<file path="config.mk">
export PLATFORM = sky130hd
export DESIGN_NAME = flash_conv_ctrl
export DESIGN_NICKNAME = d
export VERILOG_FILES = /design/src/rtl/adc_pkg.sv /design/src/rtl/therm_bubble_enc.sv /design/src/rtl/flash_conv_ctrl.sv
export SDC_FILE = /design/constraint.sdc
export NUM_CORES = 1
export LEC_CHECK = 0
export BUFFER_PORTS_ARGS = -buffer_cell sky130_fd_sc_hd__buf_2
export CAP_MARGIN = 40
export CORE_UTILIZATION = 53
export DETAILED_ROUTE_END_ITERATION = 7
export GPL_TIMING_DRIVEN = 0
export HOLD_SLACK_MARGIN = 0.08
export PLACE_DENSITY = 0.74
export SETUP_SLACK_MARGIN = 0.15
export SYNTH_ARGS = -nofsm -noshare
export SYNTH_HDL_FRONTEND = slang
export SYNTH_SLANG_ARGS = --single-unit
</file>
<file path="constraint.sdc">
create_clock -name clk -period 5.1 [get_ports clk]
set_input_delay 0.51 -clock clk [delete_from_list [all_inputs] [get_ports clk]]
set_output_delay 0.51 -clock clk [all_outputs]
set_load 0.02 [all_outputs]
</file>
<file path="src/rtl/adc_pkg.sv">
// Shared types and helpers for the flash ADC conversion path:
// word widths, sequencer states and majority/popcount functions.
package adc_pkg;

  localparam int THERM_W = 15;
  localparam int CODE_W  = 4;

  typedef enum logic [2:0] {
    IDLE   = 3'd0,
    SAMPLE = 3'd1,
    LATCH  = 3'd2,
    ACCUM  = 3'd3,
    OUTPUT = 3'd4
  } state_t;

  function automatic logic maj3(input logic a, input logic b, input logic c);
    return (a & b) | (a & c) | (b & c);
  endfunction

  function automatic logic [CODE_W-1:0] popcount15(input logic [THERM_W-1:0] w);
    logic [CODE_W-1:0] n;
    n = 4'd0;
    for (int i = 0; i < THERM_W; i++) begin
      n = n + {3'd0, w[i]};
    end
    return n;
  endfunction

endpackage

</file>
<file path="src/rtl/therm_bubble_enc.sv">
// Single-pass bubble correction of a thermometer word followed by popcount.
// Purely combinational; also usable by the standalone encoder path.
module therm_bubble_enc
  import adc_pkg::*;
(
  input  logic [THERM_W-1:0] y,
  output logic [CODE_W-1:0]  value,
  output logic               changed
);

  logic [THERM_W+1:0] ext_s;
  logic [THERM_W-1:0] corr_s;

  // Pad with the virtual neighbours: a one above the MSB, a zero below the LSB.
  assign ext_s = {1'b1, y, 1'b0};

  // Each bit becomes the majority of itself and its raw neighbours.
  always_comb begin
    corr_s = '0;
    for (int i = 0; i < THERM_W; i++) begin
      corr_s[i] = maj3(ext_s[i+2], ext_s[i+1], ext_s[i]);
    end
  end

  assign value   = popcount15(corr_s);
  assign changed = (corr_s != y);

endmodule

</file>
<file path="src/rtl/flash_conv_ctrl.sv">
// Flash ADC conversion sequencer: sample/latch timing, capture, averaging
// and a valid/ready output register.
module flash_conv_ctrl
  import adc_pkg::*;
#(
  parameter int SAMPLE_CYC = 2,
  parameter int LATCH_CYC  = 1,
  parameter int AVG_LOG2   = 0
) (
  input  logic               clk,
  input  logic               rst,
  input  logic               start,
  input  logic               cont,
  input  logic [THERM_W-1:0] Y,
  output logic               samp_en,
  output logic               latch_en,
  output logic               busy,
  output logic [CODE_W-1:0]  code,
  output logic               code_valid,
  input  logic               code_ready,
  output logic               bubble_err
);

  localparam int ACC_W = CODE_W + AVG_LOG2;
  localparam int CNT_W = AVG_LOG2 + 1;
  localparam logic [CNT_W-1:0] N_CONV    = CNT_W'(1 << AVG_LOG2);
  localparam logic [3:0]       SAMP_LAST = 4'(SAMPLE_CYC - 1);
  localparam logic [3:0]       LAT_LAST  = 4'(LATCH_CYC - 1);

  state_t             state_r;
  state_t             next_state_s;
  logic [3:0]         phase_r;
  logic [CNT_W-1:0]   smp_cnt_r;
  logic [CNT_W-1:0]   smp_next_s;
  logic [ACC_W-1:0]   acc_r;
  logic               err_acc_r;
  logic [THERM_W-1:0] y_r;
  logic [CODE_W-1:0]  enc_value_s;
  logic               enc_changed_s;
  logic               out_free_s;
  logic               load_s;

  therm_bubble_enc u_enc (
    .y       (y_r),
    .value   (enc_value_s),
    .changed (enc_changed_s)
  );

  assign smp_next_s = smp_cnt_r + CNT_W'(1);
  assign out_free_s = ~code_valid | code_ready;

  // Next-state decode; a result loads only when the output register is free.
  always_comb begin
    next_state_s = state_r;
    load_s       = 1'b0;
    case (state_r)
      IDLE: begin
        if (start) next_state_s = SAMPLE;
        else       next_state_s = IDLE;
      end
      SAMPLE: begin
        if (phase_r == SAMP_LAST) next_state_s = LATCH;
        else                      next_state_s = SAMPLE;
      end
      LATCH: begin
        if (phase_r == LAT_LAST) next_state_s = ACCUM;
        else                     next_state_s = LATCH;
      end
      ACCUM: begin
        if (smp_next_s == N_CONV) next_state_s = OUTPUT;
        else                      next_state_s = SAMPLE;
      end
      OUTPUT: begin
        if (out_free_s) begin
          load_s       = 1'b1;
          next_state_s = cont ? SAMPLE : IDLE;
        end else begin
          next_state_s = OUTPUT;
        end
      end
      default: next_state_s = IDLE;
    endcase
  end

  // State register.
  always_ff @(posedge clk or negedge rst) begin
    if (!rst) state_r <= IDLE;
    else      state_r <= next_state_s;
  end

  // Phase counter: cycles spent in the current SAMPLE or LATCH phase.
  always_ff @(posedge clk or negedge rst) begin
    if (!rst) begin
      phase_r <= 4'd0;
    end else if ((state_r == SAMPLE || state_r == LATCH) && next_state_s == state_r) begin
      phase_r <= phase_r + 4'd1;
    end else begin
      phase_r <= 4'd0;
    end
  end

  // Capture the comparator word on the edge that leaves LATCH.
  always_ff @(posedge clk or negedge rst) begin
    if (!rst) begin
      y_r <= '0;
    end else if (state_r == LATCH && next_state_s == ACCUM) begin
      y_r <= Y;
    end
  end

  // Accumulate corrected conversions; cleared when the result is handed off.
  always_ff @(posedge clk or negedge rst) begin
    if (!rst) begin
      acc_r     <= '0;
      err_acc_r <= 1'b0;
      smp_cnt_r <= '0;
    end else if (state_r == ACCUM) begin
      acc_r     <= acc_r + ACC_W'(enc_value_s);
      err_acc_r <= err_acc_r | enc_changed_s;
      smp_cnt_r <= smp_next_s;
    end else if (load_s) begin
      acc_r     <= '0;
      err_acc_r <= 1'b0;
      smp_cnt_r <= '0;
    end
  end

  // Output register with valid/ready; a load in the accept cycle keeps valid high.
  always_ff @(posedge clk or negedge rst) begin
    if (!rst) begin
      code       <= '0;
      bubble_err <= 1'b0;
      code_valid <= 1'b0;
    end else if (load_s) begin
      code       <= acc_r[ACC_W-1:AVG_LOG2];
      bubble_err <= err_acc_r;
      code_valid <= 1'b1;
    end else if (code_valid && code_ready) begin
      code_valid <= 1'b0;
    end
  end

  // Comparator strobes and busy, registered from the upcoming state.
  always_ff @(posedge clk or negedge rst) begin
    if (!rst) begin
      samp_en  <= 1'b0;
      latch_en <= 1'b0;
      busy     <= 1'b0;
    end else begin
      samp_en  <= (next_state_s == SAMPLE);
      latch_en <= (next_state_s == LATCH);
      busy     <= (next_state_s != IDLE);
    end
  end

endmodule

</file>
==> impl_metrics.env <==
export IMPL_area_delta_synth_final_pct=13.3
export IMPL_critPathTopFamily="adder cells"
export IMPL_routed_via_count=1653
export IMPL_yosysSeqAreaShare=0.400
export IMPL_drt_iter0_drc=126
export IMPL_io_buffers=28
export IMPL_drv_cap=0
export IMPL_synth_top_area_cell="dfrtp_1"
export IMPL_io_pins=29
export IMPL_slew_limit_headroom=0.459
export IMPL_numCtsBuffers=5
export IMPL_setup_viol=0
export IMPL_path_cells="clkbuf_1, nand2_1, nand2_1, o21ai_0, fa_1, inv_1, fa_1, fa_1, inv_1, fa_1, fa_1, o21ai_0, xnor2_1, o21ai_0, a22o_1"
export IMPL_yosys_top_cells_area="dfrtp_1, fa_1, mux2_4"
export IMPL_clock_latency_ns=0.29
export IMPL_fmax_mhz=227
export IMPL_netlist_area_um2=2310
export IMPL_initial_core_util=0.566
export IMPL_syn_num_nets=255
export IMPL_antenna_found_initial=0
export IMPL_grt_pass1_vias=1524
export IMPL_timing_final_crit_share=0.865
export IMPL_ctsResizeCount=0
export IMPL_ys_ff_latch=37
export IMPL_firstDrtPassIters=4
export IMPL_core_area_um2=4090
export IMPL_async_flop_share=1.00
export IMPL_nets=290
export IMPL_critPathSlowestCell="fa_1"
export IMPL_worst_path_buf_inv=3
export IMPL_setup_worst_path_start_class="flip-flop"
export IMPL_syn_instance_count=215
export IMPL_cts_root_buf="clkbuf_8"
export IMPL_maxSlewViolCount=0
export IMPL_multi_input_area_um2=1270
export IMPL_grt_overflow=0
export IMPL_post_cts_buffers=0
export IMPL_fin_setup_tns_ns=0
export IMPL_die_area_um2=4630
export IMPL_grt_max_degree=38
export IMPL_worstReg2RegEnd="acc_r[3]$_DFFE_PN0P_"
export IMPL_grt_usage=0.206
export IMPL_cpPeakStageDelay_ns=0.54
export IMPL_ys_types=40
export IMPL_dp_hpwl_mm=3.07
export IMPL_synth_top_flop_cell="dfrtp_1"
export IMPL_clk_pin_slew_ns=0.08
export IMPL_final_cell_mix="dfrtp_1, buf_2, inv_1"
export IMPL_synth_warnings=0
export IMPL_fin_ws_ns=0.687
export IMPL_gp_congestion=0.779
export IMPL_die_w_um=68.1
export IMPL_rows=23
export IMPL_drive_gt1_frac=0.256
export IMPL_r2r_slack_ns=0.69
export IMPL_cts_max_path_buffers=2
export IMPL_syn_area_per_cell_um2=10.8
export IMPL_r2r_start="y_r[9]$_DFFE_PN0P_"
export IMPL_crit_arrival_ns=4.59
export IMPL_final_common_cell="dfrtp_1"
export IMPL_rsz0062_at_grt="no"
export IMPL_skew_ns=0.00881
export IMPL_worstMarginPinSlew_ns=0.811
export IMPL_htree_levels=2
export IMPL_r2r_cells=15
export IMPL_post_place_ws_ns=0.701
export IMPL_seq_area_um2=926
export IMPL_viasPerCell=5.51
export IMPL_min_path_type="input port to asynchronous set/reset pin"
export IMPL_antennaDiodeCount=0
export IMPL_finalHoldViolations=0
export IMPL_drtAntennaViolNets=0
export IMPL_crit_path_max_fanout=10
export IMPL_yosysTopAreaCellShare=0.400
export IMPL_grt_first_pass_wirelength_mm=6.98
export IMPL_post_route_drc_count=0
export IMPL_hold_worst_slack_ns=0.302
export IMPL_outcome="completed"
export IMPL_hold_buffers=0
export IMPL_drt_wl_total_mm=4.12
export IMPL_worstPathRequired_ns=5.28
export IMPL_cts_tree="done"
export IMPL_worstSetupPathType="flip-flop to flip-flop"
export IMPL_cts_num_sinks=37
export IMPL_num_fill_cells=358
export IMPL_die_h_um=68.1
export IMPL_wl_per_cell_um=13.7
export IMPL_min_period_ns=4.41
export IMPL_synth_edf_count=0
export IMPL_cp_common_cell="fa_1"
export IMPL_end_kind="flip-flop"
-- cells in the mapped netlist (7+ instances only) --
master   instances
a21o_1           7
a21oi_1          7
dfrtp_1         37
fa_1            10
ha_1            10
inv_1           21
mux2_2           9
mux2_4          10
nand2_1         15
nor2_1          10
nor2b_1          7
o21ai_0         18
-- routing by layer --
| layer | GRT usage | vias to the layer above | wire, um | share of wire |
|---|---|---|---|---|
| met5 | 0 | - | 0 | 0 |
| met4 | 0.0859 | 0 | 83 | 0.020 |
| met3 | 0.0400 | 9 | 144 | 0.035 |
| met2 | 0.313 | 34 | 1820 | 0.44 |
| met1 | 0.285 | 808 | 2070 | 0.50 |
| li1 | - | 802 | - | - |
-- flip-flops by register name, indices dropped and copies added (netlist names), 3 cells and up --
signal   flops
y_r         15
state_r      3
code         4
phase_r      4
acc_r        4
-- worst register-to-register path: cells and delay by family, from the launching register on --
family,cells,cell delay (ns)
buffers and inverters,3,0.44
adder cells (fa/ha/maj),5,2.50
AO/OA/AOI/OAI,4,0.67
AND/OR/NAND/NOR,2,0.16
flip-flops,1,0.38
XOR/XNOR,1,0.17
-- metrics by stage --
stage / cells / instance area, um^2 / util
floorplan: 215 / 2310 / -
global route: 300 / 2620 / 0.641
global placement: 293 / 2510 / 0.615
detailed placement: 293 / 2510 / 0.615
CTS: 300 / 2620 / 0.641
finish: 300 / 2620 / 0.641
-- logic make-up after synthesis --
group	share of synthesized area
compound gates	0.140
mux	0.109
fa+ha+maj	0.145
xor+xnor	0.0265
simple gates	0.129
flops	0.400
buf+inv	0.0503
-- how the worst max path moves through the flow --
| stage | endpoint | depth (start not counted) | startpoint |
|---|---|---|---|
| after floorplan | acc_r[3]$_DFFE_PN0P_ | 15 | y_r[9]$_DFFE_PN0P_ |
| after global placement | acc_r[3]$_DFFE_PN0P_ | 15 | y_r[9]$_DFFE_PN0P_ |
| after detailed placement | acc_r[3]$_DFFE_PN0P_ | 15 | y_r[9]$_DFFE_PN0P_ |
| after CTS | acc_r[3]$_DFFE_PN0P_ | 15 | y_r[9]$_DFFE_PN0P_ |
| after global routing | acc_r[3]$_DFFE_PN0P_ | 15 | y_r[9]$_DFFE_PN0P_ |
| final | acc_r[3]$_DFFE_PN0P_ | 15 | y_r[9]$_DFFE_PN0P_ |
-- final cells by class --
class | instances | area share
timing repair buffer | 28 | 0.0535
clock buffer | 5 | 0.0263
multi-input combinational | 150 | 0.485
clock inverter | 2 | 0.0134
tap | 50 | 0.0239
inverter | 21 | 0.0301
buffer | 7 | 0.0143
sequential | 37 | 0.354
Power is left out: the tool's default activity adds up to more than one toggle a clock period on the data nets, which glitch-free logic cannot reach.
